## config.mk

```make
export PLATFORM = sky130hd
export DESIGN_NAME = uart_rx_cfg
export DESIGN_NICKNAME = d
export VERILOG_FILES = /design/src/rtl/uart_rx_cfg.sv
export SDC_FILE = /design/constraint.sdc
export NUM_CORES = 1
export LEC_CHECK = 0
export BUFFER_PORTS_ARGS = -buffer_cell sky130_fd_sc_hd__buf_2
export CORE_AREA = 2 2 67 69
export CTS_CLUSTER_DIAMETER = 100
export DETAILED_ROUTE_END_ITERATION = 10
export DIE_AREA = 0 0 69 71
export PLACE_DENSITY = 0.73
export SLEW_MARGIN = 20
export SYNTH_ARGS = -nofsm -noshare
export SYNTH_HDL_FRONTEND = slang
export SYNTH_SLANG_ARGS = --single-unit
export TNS_END_PERCENT = 1
```

## constraint.sdc

```tcl
create_clock -name clk -period 1.9 [get_ports clk]
set_clock_uncertainty 0.1 [all_clocks]
set_input_delay 0.19 -clock clk [delete_from_list [all_inputs] [get_ports clk]]
set_output_delay 0.19 -clock clk [all_outputs]
set_load 0.01 [all_outputs]
```

## src/rtl/uart_rx_cfg.sv

```systemverilog
// Configurable UART receiver: synchronised line, oversampled 3-sample majority vote,
// optional parity, 1/2 stop bits, valid/ready word hand-off with overrun pulse.
module uart_rx_cfg #(
  parameter int unsigned CLK_FREQ   = 100_000_000,
  parameter int unsigned BAUD_RATE  = 115200,
  parameter int unsigned OVERSAMPLE = 16,
  parameter int unsigned DATA_BITS  = 8,
  parameter int unsigned PARITY     = 0,
  parameter int unsigned STOP_BITS  = 1
) (
  input  logic                 clk,
  input  logic                 rst,
  input  logic                 rx,
  output logic [DATA_BITS-1:0] data_out,
  output logic                 data_valid,
  input  logic                 data_ready,
  output logic                 parity_err,
  output logic                 frame_err,
  output logic                 overrun,
  output logic                 busy
);
  localparam int unsigned DIV_RAW = CLK_FREQ / (BAUD_RATE * OVERSAMPLE);
  localparam int unsigned DIV     = (DIV_RAW < 1) ? 1 : DIV_RAW;
  localparam int unsigned DIV_W   = (DIV > 1) ? $clog2(DIV) : 1;
  localparam int unsigned S_W     = $clog2(OVERSAMPLE);
  localparam int unsigned M       = OVERSAMPLE / 2;
  localparam int unsigned BC_W    = 4;

  localparam logic [DIV_W-1:0] DIV_LAST  = DIV_W'(DIV - 1);
  localparam logic [S_W-1:0]   SMP_PRE   = S_W'(M - 1);
  localparam logic [S_W-1:0]   SMP_MID   = S_W'(M);
  localparam logic [S_W-1:0]   SMP_DEC   = S_W'(M + 1);
  localparam logic [S_W-1:0]   SMP_LAST  = S_W'(OVERSAMPLE - 1);
  localparam logic [BC_W-1:0]  DATA_LAST = BC_W'(DATA_BITS - 1);
  localparam logic [BC_W-1:0]  STOP_LAST = BC_W'(STOP_BITS - 1);

  typedef enum logic [2:0] {
    ST_IDLE,
    ST_START,
    ST_DATA,
    ST_PARITY,
    ST_STOP
  } state_t;

  state_t               r_state;
  state_t               w_next;
  logic [DIV_W-1:0]     r_div_cnt;
  logic                 r_rx_meta;
  logic                 r_rx_sync;
  logic                 r_armed;
  logic [S_W-1:0]       r_s;
  logic                 r_smp_a;
  logic                 r_smp_b;
  logic [BC_W-1:0]      r_bit_cnt;
  logic [DATA_BITS-1:0] r_shift;
  logic                 r_par_pend;
  logic                 r_frm_pend;
  logic                 r_done;
  logic [DATA_BITS-1:0] r_data;
  logic                 r_valid;
  logic                 r_par_err;
  logic                 r_frm_err;
  logic                 r_overrun;

  logic                 w_tick;
  logic [S_W-1:0]       w_s;
  logic                 w_dec;
  logic                 w_bit_end;
  logic                 w_maj;
  logic                 w_par_exp;
  logic                 w_start;
  logic                 w_glitch;
  logic                 w_shift;
  logic                 w_par_chk;
  logic                 w_stop_chk;
  logic                 w_frame_end;

  // Tick generator and line synchroniser
  always_ff @(posedge clk) begin
    if (rst) begin
      r_div_cnt <= '0;
      r_rx_meta <= 1'b1;
      r_rx_sync <= 1'b1;
    end else begin
      r_div_cnt <= (r_div_cnt == DIV_LAST) ? '0 : r_div_cnt + 1'b1;
      r_rx_meta <= rx;
      r_rx_sync <= r_rx_meta;
    end
  end

  // w_s is the sample index of the current tick; the start-detect tick is index 0
  always_comb begin
    w_tick    = (r_div_cnt == DIV_LAST);
    w_s       = (r_s == SMP_LAST) ? '0 : r_s + 1'b1;
    w_dec     = w_tick && (w_s == SMP_DEC);
    w_bit_end = w_tick && (w_s == SMP_LAST);
    w_maj     = (r_smp_a & r_smp_b) | (r_smp_a & r_rx_sync) | (r_smp_b & r_rx_sync);
    w_par_exp = (PARITY == 1) ? ~(^r_shift) : (^r_shift);
  end

  always_ff @(posedge clk) begin
    if (rst) begin
      r_state <= ST_IDLE;
    end else begin
      r_state <= w_next;
    end
  end

  always_comb begin
    w_next = r_state;
    unique case (r_state)
      ST_IDLE: begin
        if (w_tick && r_armed && !r_rx_sync) w_next = ST_START;
      end
      ST_START: begin
        if (w_dec && w_maj)  w_next = ST_IDLE;
        else if (w_bit_end)  w_next = ST_DATA;
      end
      ST_DATA: begin
        if (w_bit_end && (r_bit_cnt == DATA_LAST))
          w_next = (PARITY != 0) ? ST_PARITY : ST_STOP;
      end
      ST_PARITY: begin
        if (w_bit_end) w_next = ST_STOP;
      end
      ST_STOP: begin
        if (w_dec && (r_bit_cnt == STOP_LAST)) w_next = ST_IDLE;
      end
      default: w_next = ST_IDLE;
    endcase
  end

  always_comb begin
    busy        = (r_state != ST_IDLE);
    w_start     = (r_state == ST_IDLE) && w_tick && r_armed && !r_rx_sync;
    w_glitch    = (r_state == ST_START) && w_dec && w_maj;
    w_shift     = (r_state == ST_DATA) && w_dec;
    w_par_chk   = (r_state == ST_PARITY) && w_dec;
    w_stop_chk  = (r_state == ST_STOP) && w_dec;
    w_frame_end = w_stop_chk && (r_bit_cnt == STOP_LAST);
  end

  // Arming only counts idle-line samples, so a held-low break yields one frame
  always_ff @(posedge clk) begin
    if (rst) begin
      r_armed <= 1'b0;
    end else if (w_start) begin
      r_armed <= 1'b0;
    end else if ((r_state == ST_IDLE) && w_tick && r_rx_sync) begin
      r_armed <= 1'b1;
    end
  end

  always_ff @(posedge clk) begin
    if (rst) begin
      r_s       <= '0;
      r_smp_a   <= 1'b1;
      r_smp_b   <= 1'b1;
      r_bit_cnt <= '0;
    end else begin
      if (w_start)     r_s <= '0;
      else if (w_tick) r_s <= w_s;
      if (w_tick && (w_s == SMP_PRE)) r_smp_a <= r_rx_sync;
      if (w_tick && (w_s == SMP_MID)) r_smp_b <= r_rx_sync;
      if (w_next != r_state)
        r_bit_cnt <= '0;
      else if (w_bit_end && ((r_state == ST_DATA) || (r_state == ST_STOP)))
        r_bit_cnt <= r_bit_cnt + 1'b1;
    end
  end

  always_ff @(posedge clk) begin
    if (rst) begin
      r_shift    <= '0;
      r_par_pend <= 1'b0;
      r_frm_pend <= 1'b0;
      r_done     <= 1'b0;
    end else begin
      r_done <= w_frame_end;
      if (w_start) begin
        r_par_pend <= 1'b0;
        r_frm_pend <= 1'b0;
      end
      if (w_shift)    r_shift    <= {w_maj, r_shift[DATA_BITS-1:1]};
      if (w_par_chk)  r_par_pend <= (w_maj != w_par_exp);
      if (w_stop_chk) r_frm_pend <= r_frm_pend | ~w_maj;
    end
  end

  // A word completing while the held one is being consumed replaces it without a bubble
  always_ff @(posedge clk) begin
    if (rst) begin
      r_data    <= '0;
      r_valid   <= 1'b0;
      r_par_err <= 1'b0;
      r_frm_err <= 1'b0;
      r_overrun <= 1'b0;
    end else begin
      r_overrun <= 1'b0;
      if (r_done) begin
        if (!r_valid || data_ready) begin
          r_data    <= r_shift;
          r_par_err <= r_par_pend;
          r_frm_err <= r_frm_pend;
          r_valid   <= 1'b1;
        end else begin
          r_overrun <= 1'b1;
        end
      end else if (r_valid && data_ready) begin
        r_valid <= 1'b0;
      end
    end
  end

  assign data_out   = r_data;
  assign data_valid = r_valid;
  assign parity_err = r_par_err;
  assign frame_err  = r_frm_err;
  assign overrun    = r_overrun;

endmodule
```

==> qor.yml, run 1 <==
outcome: "finished clean"
drtIter0Drc: 50
synth_edf_count: 0
syn-cell-area_um2: 2160
r2r_start: "r_s[1]$_SDFFE_PP0P_"
die_x_um: 69
clk_path_buf_depth: 2
core_area_um2: 4200
p_leak_nw: 1.15
synth.distinct_cells: 45
antenna_cells: 0
crit_chain: "ha_4 > inv_2 > a311o_1 > buf_4 > nand4_1 > xor2_1 > nor3_2"
clkLatencyLatePin_ns: 0.31
cp_max_fo: 7
tritoncts: "built"
dr.pass1.iters: 4
fin_crit_ns: 1.86
slew_headroom_pct: 76.3
fin_crit_sh_pct: 98.0
ys_ff_latch: 45
ys_seq_area_share_pct: 41.7
regToRegSetupSlack_ns: 0.04
hold_ws_ns: 0.102
cp_slowest_stage_delay_ns: 0.43
clkSinkCount: 45
cp_data_arrival_time_ns: 1.95
crit_path_end_kind: "flop"
dieArea_um2: 4900
die_h_um: 71
min_from: "rst"
hold_path_end: "r_smp_b$_SDFFE_PP1P_"
ys_warn_count: 0
worst_pin_slew_ns: 0.356
fin_area_um2: 2650
totalWireLength_mm: 3.82
async_flop_share_pct: 0
syn_nets: 234
gp_congestion: 0.799
hpwlAfterDp_mm: 2.73
final_nets: 271
holdCritPathClass: "in -> reg"
first_global_vias: 1506
pin_count: 17
routedWlPerCell_um: 12.2
grt_pass1_wl_mm: 6.57
startpoint_type: "flop"
grt_start_max_net_pins: 35
clk_pin_slew_ns: 0.09
root_buffer: "clkbuf_8"
setup_viol: 0
ant_nets: 0
crit_type: "reg -> reg"
required_ns: 1.99
maxSlewViolCount: 0
viasPerCell: 5.13
cts_buffers: 5
power_w: 0.00175
placed_area_um2: 2440
cts_max_level: 2
overflow: 0
ff2ff_path_depth: 7
syn_area_per_cell_um2: 9.74
grt_use_total_pct: 16.5
start_util_pct: 51.4
hold_path_depth: 3
syn_inst: 222
rsz0062_at_grt: "true"
timing.final.ws_setup_ns: 0.0384
final_common_cell: "dfxtp_1"
finalNonFillerCells: 312
antenna_found_initial: 0
fmax_ghz: 0.537
place_ws_ns: -0.0627
powerDensity_nw_per_um2: 658
areaGrowthSynthToFinish_pct: 22.7
ir_drop_v: 0.000709
io_buffers: 16
crit_slowest_cell: "a311o_1"
final_cell_mix: "dfxtp_1 (42), nor2_1 (29), mux2i_1 (24)"
num_rows: 24
drc: 0
routed-via-count: 1599
post_route_cells_drive_above_1_share_pct: 30.4
finalHoldViolations: 0
timing.rr.end: "r_bit_cnt[2]$_SDFFE_PP0P_"
synth_top_flop_cell: "dfxtp_1"
maxCapViolCount: 0
dp_cells: 302
-- routing by layer --
layer  global-route usage [%]  vias to the layer above  wire, um
met2                     29.3                       18      1850
met5                        0                        -         0
met3                     3.99                        5       120
met4                     5.88                        0        51
met1                     19.5                      745      1800
li1                         -                      831         -
-- through the flow --
stage / utilization, % / TNS [ns]
2_1_floorplan: - / 0
3_3_place_gp: 58.1 / -0.490
3_5_place_dp: 58.1 / -0.595
4_1_cts: 61.3 / 0
5_1_grt: 63.1 / -0.267
6_report: 63.1 / 0
-- state kept, by name, indices dropped and copies added, names as in the netlist --
register	flops
r_smp_a	1
r_armed	1
r_bit_cnt	4
r_frm_pend	1
r_smp_b	1
r_rx_meta	1
r_rx_sync	1
r_shift	8
data_valid	1
r_done	1
r_s	4
r_div_cnt	6
frame_err	1
parity_err	1
data_out	8
r_par_pend	1
r_state	3
overrun	1
-- report_power, final --
group / switching (W) / internal [W] / leakage [nW]
Combinational: 0.0000291 / 0.0000200 / 0.723
Sequential: 0.00000603 / 0.000949 / 0.365
Clock: 0.000342 / 0.000401 / 0.0591
-- layout make-up --
type                            count  area [um^2]
Clock inverter                      3         47.5
Inverter                           13         48.8
Sequential cell                    45          907
Timing Repair Buffer               41          295
Tap cell                           52         65.1
Multi-Input combinational cell    153         1220
Fill cell                         362         1550
Clock buffer                        5         68.8
-- cell usage after synthesis, drive strengths merged (2+ instances only) --
master	number	area, um^2
nand4b	2	32.5
or3	2	17.5
o41ai	2	36.3
nand2	12	45.0
and4	2	17.5
buf	5	27.5
xnor2	12	113
o21ai	3	18.8
nand3	6	35.0
xor2	6	52.6
a21oi	6	30.0
clkbuf	6	22.5
and4b	2	20.0
nor2	30	115
ha	8	100
nand4	6	37.5
or2	2	12.5
dfxtp	45	901
and3	2	12.5
mux2i	24	240
nor3	12	80.1
inv	13	48.8
nand2b	2	12.5
-- cells by family after synthesis --
logic type                 count (synthesis)  share of synthesized area, %
and+or+nand+nor                           85                          22.7
muxes                                     24                          11.1
buffers and inverters                     24                          4.57
xor gates and xnor gates                  18                          7.64
DFF                                       45                          41.7
AOI/OAI and AO/OA                         17                          7.23
adders and majority gates                  9                          5.09
-- worst max-delay path, delay by kind of cell (launching register included) --
family / cells / cell delay (ns)
compound gates: 1 / 0.43
flops: 1 / 0.39
buf+inv: 2 / 0.23
xor+xnor: 1 / 0.22
fa+ha+maj: 1 / 0.19
simple gates: 2 / 0.18
-- worst max-delay path by stage --
stage | startpoint | endpoint | slack [ns] | cells after the start
floorplan | r_s[0]$_SDFFE_PP0P_ | r_shift[0]$_SDFFE_PP0P_ | 0.03 | 7
global placement | r_s[0]$_SDFFE_PP0P_ | r_shift[6]$_SDFFE_PP0P_ | -0.07 | 7
detailed placement | r_s[0]$_SDFFE_PP0P_ | r_shift[6]$_SDFFE_PP0P_ | -0.06 | 7
CTS | r_s[0]$_SDFFE_PP0P_ | r_shift[7]$_SDFFE_PP0P_ | 0.002 | 7
global route | r_s[0]$_SDFFE_PP0P_ | r_bit_cnt[2]$_SDFFE_PP0P_ | -0.06 | 9
finish | r_s[1]$_SDFFE_PP0P_ | r_bit_cnt[2]$_SDFFE_PP0P_ | 0.04 | 7
-- repair_timing --
action	CTS	global route
setup endpoints to repair	15	15
hold buffers	1	0
gates cloned	0	0
pin swaps	1	8
resized for setup	4	13
buffers inserted	0	1
endpoints found under the hold margin	1	0
No activity file was read; power rests on OpenSTA's default activity.
==> run 2, diff against run 1 <==
ABC_AREA = 1   (was default)
CORE_AREA = 2 2 68 70   (was 2 2 67 69)
DIE_AREA = 0 0 70 72   (was 0 0 69 71)
SLEW_MARGIN = 5   (was 20)
==> run 2 against run 1 <==
Fmax fell by 0.65%. Critical endpoint is now r_frm_pend$_SDFFE_PP0P_. Clock power fell by 3.0%. Area after synthesis rose by 3.0%. First-iteration DRC count rose to 3.2 times the previous value. Critical path depth rose by 4. Cell area fell by 0.61%.
==> qor.yml, run 2 <==
die_x_um: 70  # +1.4%
fmax_ghz: 0.534  # -0.65%
clkSinkCount: 45  # unchanged
drtIter0Drc: 162  # +220%
clk_path_buf_depth: 2  # unchanged
fin_crit_ns: 1.87  # +0.0122 ns
crit_path_end_kind: "flop"
critPathBufInv: 2  # unchanged
die_h_um: 72  # +1.4%
grt_use_total_pct: 18.6  # +2.1 points
crit_path_frequent_cell: "nand3_2"
yosysTopAreaCell: "dfxtp_1"
hold_ws_ns: 0.0529  # -0.0486 ns
post_route_cells_drive_above_1_share_pct: 27.3  # -3.1 points
antenna_cells: 0  # unchanged
areaGrowthSynthToFinish_pct: 18.4
worst_pin_slew_ns: 0.486  # +0.130 ns
clk_pin_slew_ns: 0.08  # about the same
syn_nets: 286  # +22%
holdCritPathClass: "in -> reg"
start_util_pct: 52.2  # +0.80 points
dp_cells: 346  # +15%
dieArea_um2: 5040  # +2.9%
antenna_found_initial: 0  # unchanged
gp_congestion: 0.778  # -2.6%
fin_crit_sh_pct: 98.6  # +0.64 points
path_delay_family: "simple AND/OR/NAND/NOR gates"
cp_max_fo: 4  # -3
cp_data_arrival_time_ns: 2.01  # +0.06 ns
ir_drop_v: 0.000600  # -15%
io_buffers: 16  # unchanged
first_global_vias: 1709  # +13%
cts_max_level: 2  # unchanged
num_rows: 24  # unchanged
final_nets: 319  # +18%
syn_area_per_cell_um2: 8.13  # -17%
yosysMostFrequentCell: "dfxtp_1"
setup_viol: 0  # unchanged
ys_ff_latch: 45  # unchanged
finalNonFillerCells: 360  # +15%
dr.pass1.iters: 4  # unchanged
cp_slowest_stage_delay_ns: 0.34  # -0.09 ns
maxCapViolCount: 0  # unchanged
routedWlPerCell_um: 12.9  # +5.7%
overflow: 0  # unchanged
pin_count: 17  # unchanged
p_leak_nw: 1.16  # +0.98%
crit_slowest_cell: "dfxtp_2"
final_cell_mix: "dfxtp_1 (41), inv_1 (34), nor2_1 (33)"
synth_common_cells: "dfxtp_1 (45), inv_1 (34), nor2_1 (34)"
regToRegSetupSlack_ns: 0.03  # about the same
clkLatencyLatePin_ns: 0.30  # about the same
outcome: "finished clean"
syn-cell-area_um2: 2230  # +3.0%
startpoint_type: "flop"
synth_edf_count: 0  # unchanged
required_ns: 2.03  # +0.04 ns
tritoncts: "built"
crit_chain: "inv_1 > ha_1 > nand3_2 > nor2_8 > nand2_4 > nor3_4 > buf_4 > nand3_2 > o21ai_1 > nand2_1 > a21oi_1"
ys_seq_area_share_pct: 40.4  # -1.2 points
cts_buffers: 5  # unchanged
synthTopCellsByArea: "dfxtp_1 (40%), a21oi_1 (5.8%), inv_1 (5.7%), nor2_1 (5.7%), nand2_1 (4.9%)"
grt_start_max_net_pins: 17  # -51%
drc: 0  # unchanged
async_flop_share_pct: 0  # unchanged
routed-via-count: 1870  # +17%
slew_headroom_pct: 67.2  # -9.1 points
hpwlAfterDp_mm: 3.18  # +16%
synth_top_area_share_pct: 40.4  # -1.2 points
crit_type: "reg -> reg"
rsz0062_at_grt: "true"
root_buffer: "clkbuf_8"
powerDensity_nw_per_um2: 655  # -0.60%
synth.distinct_cells: 36  # -20%
synth_top_flop_cell: "dfxtp_1"
totalWireLength_mm: 4.66  # +22%
ant_nets: 0  # unchanged
grt_pass1_wl_mm: 7.51  # +14%
viasPerCell: 5.19  # +1.4%
final_common_cell: "dfxtp_1"
core_area_um2: 4260  # +1.4%
ys_warn_count: 0  # unchanged
maxSlewViolCount: 0  # unchanged
syn_inst: 274  # +23%
finalHoldViolations: 0  # unchanged
## run 2: cell types whose count changed after synthesis, moves of 4 or more
cell / delta
inv_1: +22
buf_2: -4
mux2i_1: -24
nand2_4: +4
xnor2_1: -6
nor2_1: +5
nand3_1: +6
nand2_2: +6
o21ai_1: +4
nand2_1: +17
a21oi_1: +20
o21ai_0: +15
nor3_1: -5
## run 2: what timing repair did
action,CTS,global route
hold buffers,1,0
endpoints found under the setup margin,4,20
endpoints found under the hold margin,1,0
resized for setup,2,15
cloned,0,1
pin swaps,2,6
setup buffers,1,3
## run 2: metal layers
layer	up-vias	GRT usage, %	wire length (um)
met2	44	31.7	2310
met5	-	0	0
met1	859	23.2	2110
li1	960	-	-
met3	7	3.19	145
met4	0	8.33	92
## run 2: kinds of logic after synthesis
| group | share of synthesized area, % |
|---|---|
| DFF | 40.4 |
| and+or+nand+nor | 30.6 |
| adders and majority gates | 4.49 |
| xor gates and xnor gates | 4.72 |
| AOI/OAI and AO/OA | 11.9 |
| buffers and inverters | 7.81 |
## run 2: worst paths after layout
check / from / end / cells after the start
worst min register to register: r_rx_meta$_SDFF_PP1_ / r_rx_sync$_SDFF_PP1_ / 1
worst min-delay path: data_ready / overrun$_SDFF_PP0_ / 4
worst max register to register: r_div_cnt[1]$_SDFF_PP0_ / r_frm_pend$_SDFFE_PP0P_ / 11
worst max-delay path: r_div_cnt[1]$_SDFF_PP0_ / r_frm_pend$_SDFFE_PP0P_ / 11
## run 2: area by class of cell
cell class                      count  area (um^2)
Clock buffer                        6         72.6
Tap cell                           52         65.1
Sequential cell                    45          906
Fill cell                         369         1630
Clock inverter                      2         38.8
Multi-Input combinational cell    187         1220
Inverter                           36          135
Timing Repair Buffer               32          203
## run 2: worst reg2reg max path, delay by kind of cell (launching register included)
| kind | cells | cell delay, ns |
|---|---|---|
| buf+inv | 2 | 0.23 |
| fa+ha+maj | 1 | 0.14 |
| simple gates | 6 | 0.80 |
| compound gates | 2 | 0.20 |
| flops | 1 | 0.34 |
## run 2: through the flow
stage | TNS (ns) | util [%] | total power, W | setup slack, ns | cell area, um^2
after floorplan | 0 | - | 0.00101 | 0.0665 | 2230
after global placement | 0 | 56.7 | 0.00102 | 0.0273 | 2420
after detailed placement | -0.000777 | 56.7 | 0.00102 | -0.000777 | 2420
after CTS | 0 | 59.9 | 0.00174 | 0.00408 | 2550
after global routing | -0.538 | 61.8 | 0.00178 | -0.0800 | 2640
final | 0 | 61.8 | 0.00173 | 0.0262 | 2640
## run 2: power by group
group | switching, W | internal, W
sequential | 0.00000593 | 0.000950
combinational | 0.0000288 | 0.0000197
clock | 0.000326 | 0.000395
total | 0.000361 | 0.00136
==> run 3, diff against run 2 <==
CELL_PAD_IN_SITES_DETAIL_PLACEMENT = 0   (was default)
CELL_PAD_IN_SITES_GLOBAL_PLACEMENT = 1   (was default)
CORE_AREA = 2 2 93 68   (was 2 2 68 70)
DIE_AREA = 0 0 95 70   (was 0 0 70 72)
PLACE_DENSITY = default   (was 0.73)
PLACE_DENSITY_LB_ADDON = 0.1   (was default)
==> run 3 against run 2 <==
Critical path depth down 1. Cell count up 9.7%. Global-route usage is 3.1 points lower. Die area grew 32%. Fmax down 0.68%. Total power is 1.5% higher. Critical endpoint is now r_done$_SDFF_PP0_. Combinational power rose by 26%. Register-to-register slack hardly changed.
==> qor.yml, run 3 (synthesized netlist as in run 2, its figures left out) <==
pin_count: 17  # unchanged
slew_headroom_pct: 67.7  # +0.50 points
drtIter0Drc: 50  # -69%
hold_ws_ns: 0.0488  # -0.00404 ns
place_ws_ns: 0.0248  # +0.0256 ns
dr.pass1.iters: 4  # unchanged
p_switching_w: 0.000380  # +5.1%
num_rows: 24  # unchanged
overflow: 0  # unchanged
die_x_um: 95  # +36%
final_cell_mix: "dfxtp_1 (41), inv_1 (33), nor2_1 (31)"
fin_crit_sh_pct: 99.3  # +0.67 points
core_area_um2: 5920  # +39%
grt_pass1_wl_mm: 8.00  # +6.4%
fin_crit_ns: 1.89  # +0.0128 ns
antenna_found_initial: 0  # unchanged
worst_pin_slew_ns: 0.485  # -0.00187 ns
clock_power_share_pct: 42.0  # +0.2 points
grt_use_total_pct: 15.5  # -3.1 points
fillerInstances: 580  # +57%
maxCapViolCount: 0  # unchanged
io_buffers: 16  # unchanged
grt_start_max_net_pins: 17  # unchanged
drc: 0  # unchanged
power_w: 0.00175  # +1.5%
areaGrowthSynthToFinish_pct: 24.8
clkLatencyLatePin_ns: 0.30  # about the same
ir_drop_v: 0.000310  # -48%
holdCritPathClass: "in -> reg"
start_util_pct: 37.6  # -15 points
clkSinkCount: 45  # unchanged
cp_data_arrival_time_ns: 2.04  # +0.03 ns
fmax_ghz: 0.530  # -0.68%
post_route_cells_drive_above_1_share_pct: 31.2  # +4.0 points
startpoint_type: "flop"
setup_viol: 0  # unchanged
root_buffer: "clkbuf_8"
cts_buffers: 5  # unchanged
viasPerCell: 4.76  # -8.3%
die_h_um: 70  # -2.8%
powerDensity_nw_per_um2: 630  # -3.7%
first_global_vias: 1663  # -2.7%
required_ns: 2.05  # +0.02 ns
comb_power_share_pct: 3.5  # +0.7 points
dieArea_um2: 6650  # +32%
maxSlewViolCount: 0  # unchanged
gp_congestion: 0.740  # -4.9%
clk_path_buf_depth: 2  # unchanged
tritoncts: "built"
outcome: "finished clean"
routed-via-count: 1881  # +0.59%
clk_pin_slew_ns: 0.09  # about the same
finalHoldViolations: 0  # unchanged
final_common_cell: "dfxtp_1"
totalWireLength_mm: 4.95  # +6.4%
crit_type: "reg -> reg"
regToRegSetupSlack_ns: 0.01  # about the same
crit_path_end_kind: "flop"
seqPwrFrac_pct: 54.5  # -0.9 points
p_leak_nw: 1.22  # +5.7%
cts_max_level: 2  # unchanged
timing.final.ws_setup_ns: 0.0133  # -0.0128 ns
p_sw_share_pct: 21.7  # +0.74 points
rsz0062_at_grt: "true"
cp_max_fo: 3  # -1
routedWlPerCell_um: 12.5  # -3.0%
final_nets: 328  # +2.8%
ant_nets: 0  # unchanged
antenna_cells: 0  # unchanged
hpwlAfterDp_mm: 3.39  # +6.6%
p_int_w: 0.00137  # +0.54%
[run 3: cell count changes in the layout (fill, tap and decap cells not counted), moves of 2 or more]
| cell | delta |
|---|---|
| buf_6 | +3 |
| nand3_1 | -2 |
| nor2_2 | +2 |
| nor2_1 | -2 |
| buf_4 | +7 |
[run 3: power by group through the flow]
stage | registers, W | clock network (W) | logic, W
3_5_place_dp | 0.000976 | 0 | 0.0000556
2_1_floorplan | 0.000977 | 0 | 0.0000296
5_1_grt | 0.000956 | 0.000798 | 0.0000706
3_3_place_gp | 0.000976 | 0 | 0.0000547
6_report | 0.000955 | 0.000735 | 0.0000613
4_1_cts | 0.000953 | 0.000761 | 0.0000573
[run 3: layer usage]
layer  part of all wire [%]  global-route usage [%]  wire length (um)
met1                     54                    23.2              2660
met2                     42                    21.8              2100
met3                    3.2                    3.88               157
met4                   0.83                    4.35                41
met5                      0                       0                 0
[run 3: what timing repair did]
| item | CTS | global route |
|---|---|---|
| hold buffers | 1 | 0 |
| setup endpoints to repair | 0 | 20 |
| setup buffers | 0 | 8 |
| endpoints found under the hold margin | 1 | 0 |
| gates resized for setup | 0 | 29 |
[run 3: path summary, 6_finish.rpt]
kind / start / endpoint / cells past startpoint
hold reg to reg: r_rx_meta$_SDFF_PP1_ / r_rx_sync$_SDFF_PP1_ / 1
hold / removal: data_ready / overrun$_SDFF_PP0_ / 4
setup / recovery: r_s[0]$_SDFFE_PP0P_ / r_done$_SDFF_PP0_ / 10
setup reg to reg: r_s[0]$_SDFFE_PP0P_ / r_done$_SDFF_PP0_ / 10
[run 3: worst max-delay path: stages, from the launching register on]
cell     delay [ns]
dfxtp_2        0.34
ha_4           0.16
nand2_2        0.09
nand3_1        0.09
nand2_2        0.11
nand2_4        0.07
nor3_4         0.27
buf_6          0.14
nand3_2        0.08
nor4_2         0.23
buf_4          0.16
[run 3: per-stage QoR]
step	cell area, um^2	util, %	cells	TNS [ns]
after floorplan	2230	-	274	0
after global placement	2490	42.2	378	-0.00650
after detailed placement	2490	42.2	378	0
after CTS	2620	44.2	387	0
after global routing	2780	47.0	395	-0.825
final	2780	47.0	395	0
[run 3: area by class of cell]
| cell class | count | area (um^2) | area share, % |
|---|---|---|---|
| tap | 78 | 97.6 | 3.51 |
| clock inverter | 2 | 38.8 | 1.40 |
| inverter | 36 | 135 | 4.86 |
| sequential | 45 | 906 | 32.6 |
| timing repair buffer | 42 | 289 | 10.4 |
| clock buffer | 6 | 72.6 | 2.61 |
| multi-input combinational | 186 | 1240 | 44.6 |
